$ cat config.mk
export PLATFORM = sky130hd
export DESIGN_NAME = parking_session_tracker
export DESIGN_NICKNAME = d
export VERILOG_FILES = /design/src/rtl/parking_session_tracker.sv
export SDC_FILE = /design/constraint.sdc
export NUM_CORES = 1
export LEC_CHECK = 0
export CORE_UTILIZATION = 35
export CTS_BUF_LIST = sky130_fd_sc_hd__clkbuf_4 sky130_fd_sc_hd__clkbuf_8
export DETAILED_ROUTE_END_ITERATION = 7
export PLACE_DENSITY_LB_ADDON = 0.2
export SYNTH_ARGS = -nofsm -noshare
export SYNTH_HDL_FRONTEND = slang
export SYNTH_SLANG_ARGS = --single-unit
$ cat constraint.sdc
create_clock -name clk -period 9.9 [get_ports clk]
set_input_delay 2.97 -clock clk [delete_from_list [all_inputs] [get_ports clk]]
set_output_delay 2.97 -clock clk [all_outputs]
set_load 0.02 [all_outputs]
$ cat src/rtl/parking_session_tracker.sv
// ----------------------------------------------------------------------------
// parking_session_tracker
//
// Owns the parking time base and a table of open parking sessions. An entry
// event stores {vehicle ID, timestamp} in the lowest free slot. An exit event
// looks the session up, issues a one-cycle fee request to the downstream fee
// calculator, waits for the fee result, then frees the slot and reports the
// fee.
//
// Optional build macro: FEE_TIMEOUT_EN
//   defined   : WAIT_FEE gives up after TIMEOUT_CYCLES clocks (err_code 4),
//               the session stays open so the vehicle may retry its exit.
//   undefined : WAIT_FEE waits indefinitely; TIMEOUT_CYCLES is unused.
//
// Ports
//   clk, reset        : clock, asynchronous active-high reset
//   vehicle_entry     : entry event strobe (sampled only while ready=1)
//   vehicle_exit      : exit event strobe (wins over a coincident entry)
//   vehicle_id_in     : vehicle ID for the event
//   ready             : FSM idle, an event will be accepted
//   entry_time        : fee request - stored entry timestamp
//   exit_time         : fee request - timestamp captured at exit
//   vehicle_id        : fee request - vehicle ID
//   calculate_fee     : one-cycle fee request pulse
//   fee_amount        : fee calculator result
//   fee_valid         : fee calculator result valid (used only in WAIT_FEE)
//   entry_ack         : one-cycle pulse, entry stored
//   fee_out, done_id  : fee and ID of the departed vehicle
//   fee_done          : one-cycle pulse, fee_out/done_id valid
//   err_valid         : one-cycle error pulse
//   err_code          : 1 full, 2 duplicate, 3 unknown exit, 4 fee timeout
//   occupancy         : number of open sessions
//   cur_time          : current timestamp
// ----------------------------------------------------------------------------
module parking_session_tracker #(
    parameter int MAX_VEHICLES   = 8,
    parameter int TICK_DIV       = 1,
    parameter int TIMEOUT_CYCLES = 64
) (
    input  logic                            clk,
    input  logic                            reset,
    input  logic                            vehicle_entry,
    input  logic                            vehicle_exit,
    input  logic [7:0]                      vehicle_id_in,
    output logic                            ready,
    output logic [31:0]                     entry_time,
    output logic [31:0]                     exit_time,
    output logic [7:0]                      vehicle_id,
    output logic                            calculate_fee,
    input  logic [7:0]                      fee_amount,
    input  logic                            fee_valid,
    output logic                            entry_ack,
    output logic [7:0]                      fee_out,
    output logic                            fee_done,
    output logic [7:0]                      done_id,
    output logic                            err_valid,
    output logic [2:0]                      err_code,
    output logic [$clog2(MAX_VEHICLES):0]   occupancy,
    output logic [31:0]                     cur_time
);

    localparam int IDX_W = (MAX_VEHICLES > 1) ? $clog2(MAX_VEHICLES) : 1;
    localparam int PRE_W = (TICK_DIV > 1) ? $clog2(TICK_DIV) : 1;
    localparam int OCC_W = $clog2(MAX_VEHICLES) + 1;

    localparam logic [IDX_W-1:0] LAST_IDX = IDX_W'(MAX_VEHICLES - 1);
    localparam logic [PRE_W-1:0] PRE_LAST = PRE_W'(TICK_DIV - 1);
    localparam logic [OCC_W-1:0] OCC_MAX  = OCC_W'(MAX_VEHICLES);

    localparam logic [2:0] ERR_FULL    = 3'd1;
    localparam logic [2:0] ERR_DUP     = 3'd2;
    localparam logic [2:0] ERR_UNKNOWN = 3'd3;

    // Reject meaningless configurations at elaboration time.
    if (MAX_VEHICLES < 2 || TICK_DIV < 1 || TIMEOUT_CYCLES < 1) begin : g_param_check
        $error("parking_session_tracker: invalid parameter value");
    end

    typedef enum logic [2:0] {
        IDLE,
        SCAN,
        RESOLVE,
        REQUEST,
        WAIT_FEE
    } state_t;

    state_t state, state_nxt;

    // Session table
    logic [MAX_VEHICLES-1:0] slot_valid;
    logic [7:0]              slot_id   [MAX_VEHICLES];
    logic [31:0]             slot_time [MAX_VEHICLES];

    // Latched event and scan results
    logic             ev_exit;
    logic [7:0]       ev_id;
    logic [31:0]      ev_time;
    logic [IDX_W-1:0] scan_idx;
    logic             hit;
    logic [IDX_W-1:0] hit_idx;
    logic             free_found;
    logic [IDX_W-1:0] free_idx;

    logic [PRE_W-1:0] prescaler;

    logic accept;
    logic scan_last;
    logic scan_hit;
    logic entry_ok;
    logic fee_timeout;

    assign accept    = ready && (vehicle_entry || vehicle_exit);
    assign scan_last = (scan_idx == LAST_IDX);
    assign scan_hit  = slot_valid[scan_idx] && (slot_id[scan_idx] == ev_id);
    assign entry_ok  = (state == RESOLVE) && !ev_exit && !hit && free_found;

`ifdef FEE_TIMEOUT_EN
    localparam int TO_W = (TIMEOUT_CYCLES > 1) ? $clog2(TIMEOUT_CYCLES) : 1;
    localparam logic [TO_W-1:0] TO_LAST     = TO_W'(TIMEOUT_CYCLES - 1);
    localparam logic [2:0]      ERR_TIMEOUT = 3'd4;

    logic [TO_W-1:0] to_cnt;

    assign fee_timeout = (state == WAIT_FEE) && !fee_valid && (to_cnt == TO_LAST);

    // Counts clocks spent in WAIT_FEE; parked at zero everywhere else.
    always_ff @(posedge clk or posedge reset) begin
        if (reset) begin
            to_cnt <= '0;
        end else if (state != WAIT_FEE) begin
            to_cnt <= '0;
        end else begin
            to_cnt <= to_cnt + TO_W'(1);
        end
    end
`else
    assign fee_timeout = 1'b0;
`endif

    // ------------------------------------------------------------------------
    // Time base: runs in every state, wraps naturally at 32 bits.
    // ------------------------------------------------------------------------
    always_ff @(posedge clk or posedge reset) begin
        if (reset) begin
            prescaler <= '0;
            cur_time  <= '0;
        end else if (prescaler == PRE_LAST) begin
            prescaler <= '0;
            cur_time  <= cur_time + 32'd1;
        end else begin
            prescaler <= prescaler + PRE_W'(1);
        end
    end

    // ------------------------------------------------------------------------
    // FSM state register
    // ------------------------------------------------------------------------
    always_ff @(posedge clk or posedge reset) begin
        if (reset) begin
            state <= IDLE;
        end else begin
            state <= state_nxt;
        end
    end

    // ------------------------------------------------------------------------
    // FSM next state and state-decoded outputs
    // ------------------------------------------------------------------------
    // NOTE: every output of this block gets a default first, so no path can
    // leave one unassigned and infer a latch.
    always_comb begin
        state_nxt     = state;
        ready         = 1'b0;
        calculate_fee = 1'b0;
        case (state)
            IDLE: begin
                ready = 1'b1;
                if (vehicle_entry || vehicle_exit) begin
                    state_nxt = SCAN;
                end
            end
            SCAN: begin
                if (scan_last) begin
                    state_nxt = RESOLVE;
                end
            end
            RESOLVE: begin
                state_nxt = (ev_exit && hit) ? REQUEST : IDLE;
            end
            REQUEST: begin
                calculate_fee = 1'b1;
                state_nxt     = WAIT_FEE;
            end
            WAIT_FEE: begin
                if (fee_valid || fee_timeout) begin
                    state_nxt = IDLE;
                end
            end
            default: state_nxt = IDLE;
        endcase
    end

    // ------------------------------------------------------------------------
    // Datapath: event latch, scan, session bookkeeping, result reporting
    // ------------------------------------------------------------------------
    // NOTE: state registers use non-blocking assignments so every flop samples
    // pre-edge values regardless of statement order.
    always_ff @(posedge clk or posedge reset) begin
        if (reset) begin
            slot_valid <= '0;
            ev_exit    <= 1'b0;
            ev_id      <= '0;
            ev_time    <= '0;
            scan_idx   <= '0;
            hit        <= 1'b0;
            hit_idx    <= '0;
            free_found <= 1'b0;
            free_idx   <= '0;
            entry_time <= '0;
            exit_time  <= '0;
            vehicle_id <= '0;
            fee_out    <= '0;
            done_id    <= '0;
            err_code   <= '0;
            occupancy  <= '0;
            entry_ack  <= 1'b0;
            fee_done   <= 1'b0;
            err_valid  <= 1'b0;
        end else begin
            // Pulses default low and are raised for a single cycle below.
            entry_ack <= 1'b0;
            fee_done  <= 1'b0;
            err_valid <= 1'b0;

            case (state)
                IDLE: begin
                    if (accept) begin
                        // Exit wins over a coincident entry. The event's
                        // timestamp is the time at which it was accepted.
                        ev_exit    <= vehicle_exit;
                        ev_id      <= vehicle_id_in;
                        ev_time    <= cur_time;
                        scan_idx   <= '0;
                        hit        <= 1'b0;
                        free_found <= 1'b0;
                    end
                end

                SCAN: begin
                    if (scan_hit) begin
                        hit     <= 1'b1;
                        hit_idx <= scan_idx;
                    end
                    // Slots are visited in ascending order, so the first free
                    // one seen is the lowest-index free slot.
                    if (!slot_valid[scan_idx] && !free_found) begin
                        free_found <= 1'b1;
                        free_idx   <= scan_idx;
                    end
                    if (!scan_last) begin
                        scan_idx <= scan_idx + IDX_W'(1);
                    end
                end

                RESOLVE: begin
                    if (ev_exit) begin
                        if (hit) begin
                            entry_time <= slot_time[hit_idx];
                            exit_time  <= ev_time;
                            vehicle_id <= ev_id;
                        end else begin
                            err_valid <= 1'b1;
                            err_code  <= ERR_UNKNOWN;
                        end
                    end else if (hit) begin
                        err_valid <= 1'b1;
                        err_code  <= ERR_DUP;
                    end else if (!free_found) begin
                        err_valid <= 1'b1;
                        err_code  <= ERR_FULL;
                    end else begin
                        slot_valid[free_idx] <= 1'b1;
                        entry_ack            <= 1'b1;
                        if (occupancy < OCC_MAX) begin
                            occupancy <= occupancy + OCC_W'(1);
                        end
                    end
                end

                WAIT_FEE: begin
                    if (fee_valid) begin
                        fee_out             <= fee_amount;
                        done_id             <= ev_id;
                        fee_done            <= 1'b1;
                        slot_valid[hit_idx] <= 1'b0;
                        if (occupancy != '0) begin
                            occupancy <= occupancy - OCC_W'(1);
                        end
                    end
`ifdef FEE_TIMEOUT_EN
                    else if (fee_timeout) begin
                        err_valid <= 1'b1;
                        err_code  <= ERR_TIMEOUT;
                    end
`endif
                end

                default: ;
            endcase
        end
    end

    // NOTE: the slot payload is deliberately not reset; slot_valid qualifies
    // it, and leaving the array reset-free lets it map onto plain storage.
    always_ff @(posedge clk) begin
        if (entry_ok) begin
            slot_id[free_idx]   <= ev_id;
            slot_time[free_idx] <= ev_time;
        end
    end

endmodule

==> results of run 1 <==
## layout by cell type, fill, tap and decap left out, drive strengths merged, types with 2 or more instances in the layout
cell,n
nor3,7
mux2,104
a221oi,66
inv,10
nor3b,5
o21ai,14
and3b,3
a22o,70
mux4,8
nor2,65
bufinv,2
ha,5
a22oi,5
and2,3
nand2,25
dfrtp,192
a21oi,23
clkbuf,130
xor2,6
buf,21
and3,7
o31ai,2
diode,2
xnor2,32
mux2i,24
clkinv,24
nor2b,7
edfxtp,320
nand4,8
a31oi,34
nand2b,4
nand3,12
and4,5
clkdlybuf4s50,151
## metrics by stage
stage,instances,power (W),utilization [%]
finish,2105,0.00568,43.2
global route,2104,0.00596,43.2
CTS,2103,0.00576,43.2
detailed placement,1943,0.00383,40.0
global placement,1943,0.00382,40.0
floorplan,1131,0.00337,-
## cell families (layout without fill, tap and decap cells)
family,Yosys count,after routing,share of synthesized area [%]
AO/OA/AOI/OAI,219,219,8.82
XOR/XNOR,38,38,1.73
adder cells (fa/ha/maj),6,6,0.430
buffers and inverters,63,339,1.49
flip-flops,512,512,75.1
multiplexers,136,136,8.33
other,1,3,0.0195
AND/OR/NAND/NOR,156,156,4.11
## critical path, delay by kind of cell, from the launching register on
| kind | cells | cell delay, ns |
|---|---|---|
| and+or+nand+nor | 1 | 0.44 |
| buffers and inverters | 1 | 0.70 |
| DFF | 1 | 0.44 |
## path summary, 6_finish.rpt
kind	from	end	slack [ns]	cells after the start
min in group asynchronous	reset	vehicle_id[1]$_DFFE_PP0P_	2.94	2
hold reg to reg	fee_out[1]$_DFFE_PP0P_	fee_out[1]$_DFFE_PP0P_	0.51	1
hold / removal	fee_out[1]$_DFFE_PP0P_	fee_out[1]$_DFFE_PP0P_	0.51	1
setup / recovery	state[2]$_DFFE_PP0P_	ready	4.71	2
max in group asynchronous	reset	entry_time[16]$_DFFE_PP0P_	5.45	3
setup reg to reg	state[2]$_DFFE_PP0P_	slot_time[4][15]$_DFFE_PP_	6.64	5
## report_power, final
group	internal [W]	total [W]	switching, W	leakage [nW]
clock	0.00106	0.00191	0.000849	0.949
sequential	0.00249	0.00272	0.000226	5.86
combinational	0.000503	0.00106	0.000553	2.30
## registers in the layout (all words and copies together), names as in the netlist, 4 cells and up
name	flops
fee_out	8
vehicle_id	8
done_id	8
ev_id	8
cur_time	32
exit_time	32
entry_time	32
slot_valid	8
slot_time	256
occupancy	4
slot_id	64
ev_time	32
## layout make-up
| cell class | instances | share of cell area, % |
|---|---|---|
| diodes | 2 | 0.0214 |
| clock buffers | 130 | 6.64 |
| clock inverters | 30 | 0.911 |
| inverters | 7 | 0.145 |
| multi-input cells | 556 | 19.7 |
| flip-flops and latches | 512 | 61.7 |
| well taps | 696 | 3.73 |
| repair buffers | 172 | 7.15 |
## metal layers
metal	vias up	global-route usage [%]	wire, um
met2	278	27.5	22700
met1	5674	24.2	22000
met5	-	0	0
met3	73	2.97	2310
li1	4875	-	-
met4	0	6.24	1020
==> flow_summary.json, run 1 <==
{
  "ys_seq_area_share_pct": 75.1,
  "postCtsSetupRepairBufs": 0,
  "finalCriticalPeriod_ns": 5.19,
  "drt-initial-drc-count": 683,
  "ys.flop_type": "edfxtp_1",
  "setup_ws_ns": 4.71,
  "ant_nets": 0,
  "grt_usage_pct": 17.4,
  "overflow": 0,
  "dpl_cell_area_um2": 21600,
  "final_max_slew_viol_count": 0,
  "die_area_um2": 55800,
  "nets": 1362,
  "boundaryPins": 153,
  "ys_top_cells_by_area": "edfxtp_1 50%, dfrtp_1 25%, mux2_2 5.9%, a22o_1 3.1%, a221oi_1 3.0%",
  "max_freq_ghz": 0.193,
  "fin_worst_skew_ns": 0.0357,
  "cts_tree": "done",
  "setup_violations": 0,
  "grt_max_degree": 131,
  "area_growth_pct": 21.7,
  "ys_ff_latch": 512,
  "cts.path.max_buffers": 3,
  "grt_pass1_vias": 11300,
  "synth_edf_count": 320,
  "clkSinkCount": 512,
  "num_rows": 85,
  "pre_cts_ws_ns": 4.68,
  "syn_avg_cell_area_um2": 17.0,
  "drive_above_1_share_pct": 21.5,
  "tightest_slew_ns": 1.07,
  "cts_root_buf": "clkbuf_8",
  "hold_class": "reg -> reg",
  "hold_buffers": 0,
  "end_kind": "output port",
  "holdWs_ns": 0.506,
  "start_util_pct": 35.5,
  "max_cap_violations": 0,
  "synth_top_area_share_pct": 50.0,
  "cp.required_ns": 6.93,
  "cp_data_arrival_time_ns": 2.22,
  "rsz0062_at_grt": "no",
  "multi_input_area_um2": 4600,
  "fill_cells": 4854,
  "period_share_pct": 52.4,
  "yosysTopAreaCell": "edfxtp_1",
  "yosys-top-cells-count": "320 x edfxtp_1, 192 x dfrtp_1, 100 x mux2_2",
  "async_reset_ff_share_pct": 37.5,
  "coreArea_um2": 54000,
  "startpoint_type": "register",
  "path_cells": "nor3_1, clkdlybuf4s50_1",
  "cts_buffers": 86,
  "place.gp.congestion": 0.747,
  "critical_path_class": "reg -> out",
  "yosysUniqueCellTypes": 56,
  "antenna_found_initial": 1,
  "hold_violations": 0,
  "post-synth-top-count-cell": "edfxtp_1",
  "p_per_area_nw_per_um2": 243,
  "ir_drop_mv": 0.0799,
  "crit_path_top_delay_cell": "clkdlybuf4s50_1",
  "ys.warnings.count": 0,
  "drt-total-wl_um": 48000,
  "hpwl_um": 25900,
  "chipWidth_um": 236,
  "power.leakage_nw": 9.11,
  "h-tree-depth": 3,
  "tns_ns": 0,
  "cp_slowest_stage_delay_ns": 0.70,
  "remaining_drc_errors": 0,
  "status": "completed",
  "maxSlewHeadroom_pct": 29.0,
  "syn-cell-area_um2": 19200,
  "viasPerCell": 5.18,
  "path_clk_slew_ns": 0.06,
  "clk_latency_ns": 0.65,
  "dr.pass1.iters": 6,
  "synthCells": 1131,
  "cts-resized-gates": 0,
  "vias": 10900,
  "final_cell_area_um2": 23400,
  "wire_per_inst_um": 22.8,
  "fp.dieH_um": 236,
  "seq_area_um2": 14400,
  "synth_fp_nets": 1158,
  "grt_pass1_wl_um": 72500,
  "buffer_ports.inserted": 151,
  "worst-path-max-fanout": 7
}
Note: power is estimated with default switching activity, not from simulation.
==> run 2: changes to the inputs <==
- clock period: 9.9 -> 4.7 ns (I/O delays scaled with it)
==> run 2 against run 1 <==
Against the previous run: first-iteration DRC count grew 2.6%; flip-flop and latch count is the same; utilization grew 0.22 points; clock-buffer cell count shrank 3; sequential share of layout area shrank 0.32 points; critical path type unchanged; largest cell class unchanged.
==> flow_summary.json, run 2 (same netlist as run 1, synthesis figures left out) <==
{
  "drt-initial-drc-count": 701,
  "r2r_cells": 5,
  "hold_violations": 0,
  "clk_latency_ns": 0.67,
  "layout_common_cells": "320 x edfxtp_1, 192 x dfrtp_1, 151 x clkdlybuf4s50_1, 100 x mux2_2, 94 x clkbuf_8",
  "mostFrequentLayoutCell": "edfxtp_1",
  "startpoint_type": "register",
  "top_regs": "slot_time x256, slot_id x64",
  "path_depth": 2,
  "max_cap_violations": 0,
  "remaining_drc_errors": 0,
  "fin_worst_skew_ns": 0.0311,
  "ir_drop_mv": 0.176,
  "cts-resized-gates": 0,
  "crit_buf_inv": 1,
  "drive_above_1_share_pct": 21.3,
  "report.power.total_w": 0.0120,
  "period_share_pct": 77.3,
  "critPathTopFamily": "buffers and inverters",
  "hold_class": "reg -> reg",
  "setup_violations": 0,
  "boundaryPins": 153,
  "final_max_slew_viol_count": 0,
  "coreArea_um2": 54000,
  "maxSlewHeadroom_pct": 11.5,
  "worst-path-max-fanout": 7,
  "rsz0062_at_grt": "no",
  "critical_path_class": "reg -> out",
  "largest_reg_flops": 256,
  "max_freq_ghz": 0.275,
  "num_rows": 85,
  "finalCriticalPeriod_ns": 3.63,
  "grt_pass1_wl_um": 73000,
  "n_antenna_cell": 0,
  "grt_max_degree": 106,
  "grt_usage_pct": 17.5,
  "overflow": 0,
  "cts_buffers": 87,
  "path_cells": "nor3_1, clkdlybuf4s50_1",
  "viasPerCell": 5.17,
  "dr.pass1.iters": 4,
  "path_clk_slew_ns": 0.06,
  "hold_buffers": 0,
  "start_util_pct": 35.5,
  "area_growth_pct": 22.3,
  "cts_tree": "done",
  "h-tree-depth": 3,
  "tightest_slew_ns": 1.33,
  "hpwl_um": 26700,
  "end_kind": "output port",
  "power.leakage_nw": 9.15,
  "wire_per_inst_um": 22.8,
  "clkSinkCount": 512,
  "fill_cells": 4826,
  "final_util_pct": 43.5,
  "buffer_ports.inserted": 151,
  "holdWs_ns": 0.501,
  "min_delay_path_depth": 1,
  "p_per_area_nw_per_um2": 511,
  "drt-total-wl_um": 48000,
  "place.gp.congestion": 0.760,
  "die_area_um2": 55800,
  "cts_root_buf": "clkbuf_8",
  "crit_path_top_delay_cell": "clkdlybuf4s50_1",
  "postCtsSetupRepairBufs": 0,
  "regMostFlops": "slot_time",
  "status": "completed",
  "antenna_found_initial": 0,
  "cp_slowest_stage_delay_ns": 0.70,
  "cp_data_arrival_time_ns": 2.22,
  "nets": 1367,
  "cp.required_ns": 3.29,
  "cts.path.max_buffers": 3,
  "grt_pass1_vias": 11300,
  "chipWidth_um": 236,
  "ant_nets": 0,
  "tns_ns": 0,
  "vias": 10900,
  "fp.dieH_um": 236
}
run 2: routing by layer:
layer	global-route usage (%)	wire, um	up-vias
met5	0	0	-
met4	6.00	1010	0
met3	3.62	2210	78
met2	27.9	22800	265
met1	23.7	22000	5679
li1	-	-	4879
run 2: metrics by stage:
stage	cell area (um^2)	cells	worst slack (ns)
finish	23500	2109	1.07
global route	23500	2109	0.940
CTS	23500	2109	1.00
detailed placement	21700	1947	1.26
global placement	21700	1947	1.30
floorplan	19200	1131	0.166
run 2: path summary, 6_finish.rpt:
kind                                        startpoint                    endpoint  slack, ns
worst max-delay path              state[2]$_DFFE_PP0P_                       ready       1.07
worst min-delay path            cur_time[31]$_DFF_PP0_      cur_time[31]$_DFF_PP0_       0.50
worst max register to register    state[2]$_DFFE_PP0P_  slot_time[1][22]$_DFFE_PP_       1.63
worst min register to register  cur_time[31]$_DFF_PP0_      cur_time[31]$_DFF_PP0_       0.50
max in group asynchronous                        reset      cur_time[26]$_DFF_PP0_       2.56
min in group asynchronous                        reset      ev_time[0]$_DFFE_PP0P_       1.30
run 2: area by class of cell:
cell class                 instances  area (um^2)  share of cell area [%]
clock buffer                     127         1540                    6.57
clock inverter                    35          228                   0.970
inverter                           7         30.0                   0.128
multi-input combinational        556         4600                    19.6
sequential                       512        14400                    61.4
tap                              696          871                    3.71
timing repair buffer             176         1800                    7.66
run 2: power by group:
part	switching [W]	internal [W]
sequential	0.000477	0.00525
clock	0.00179	0.00223
combinational	0.00117	0.00107
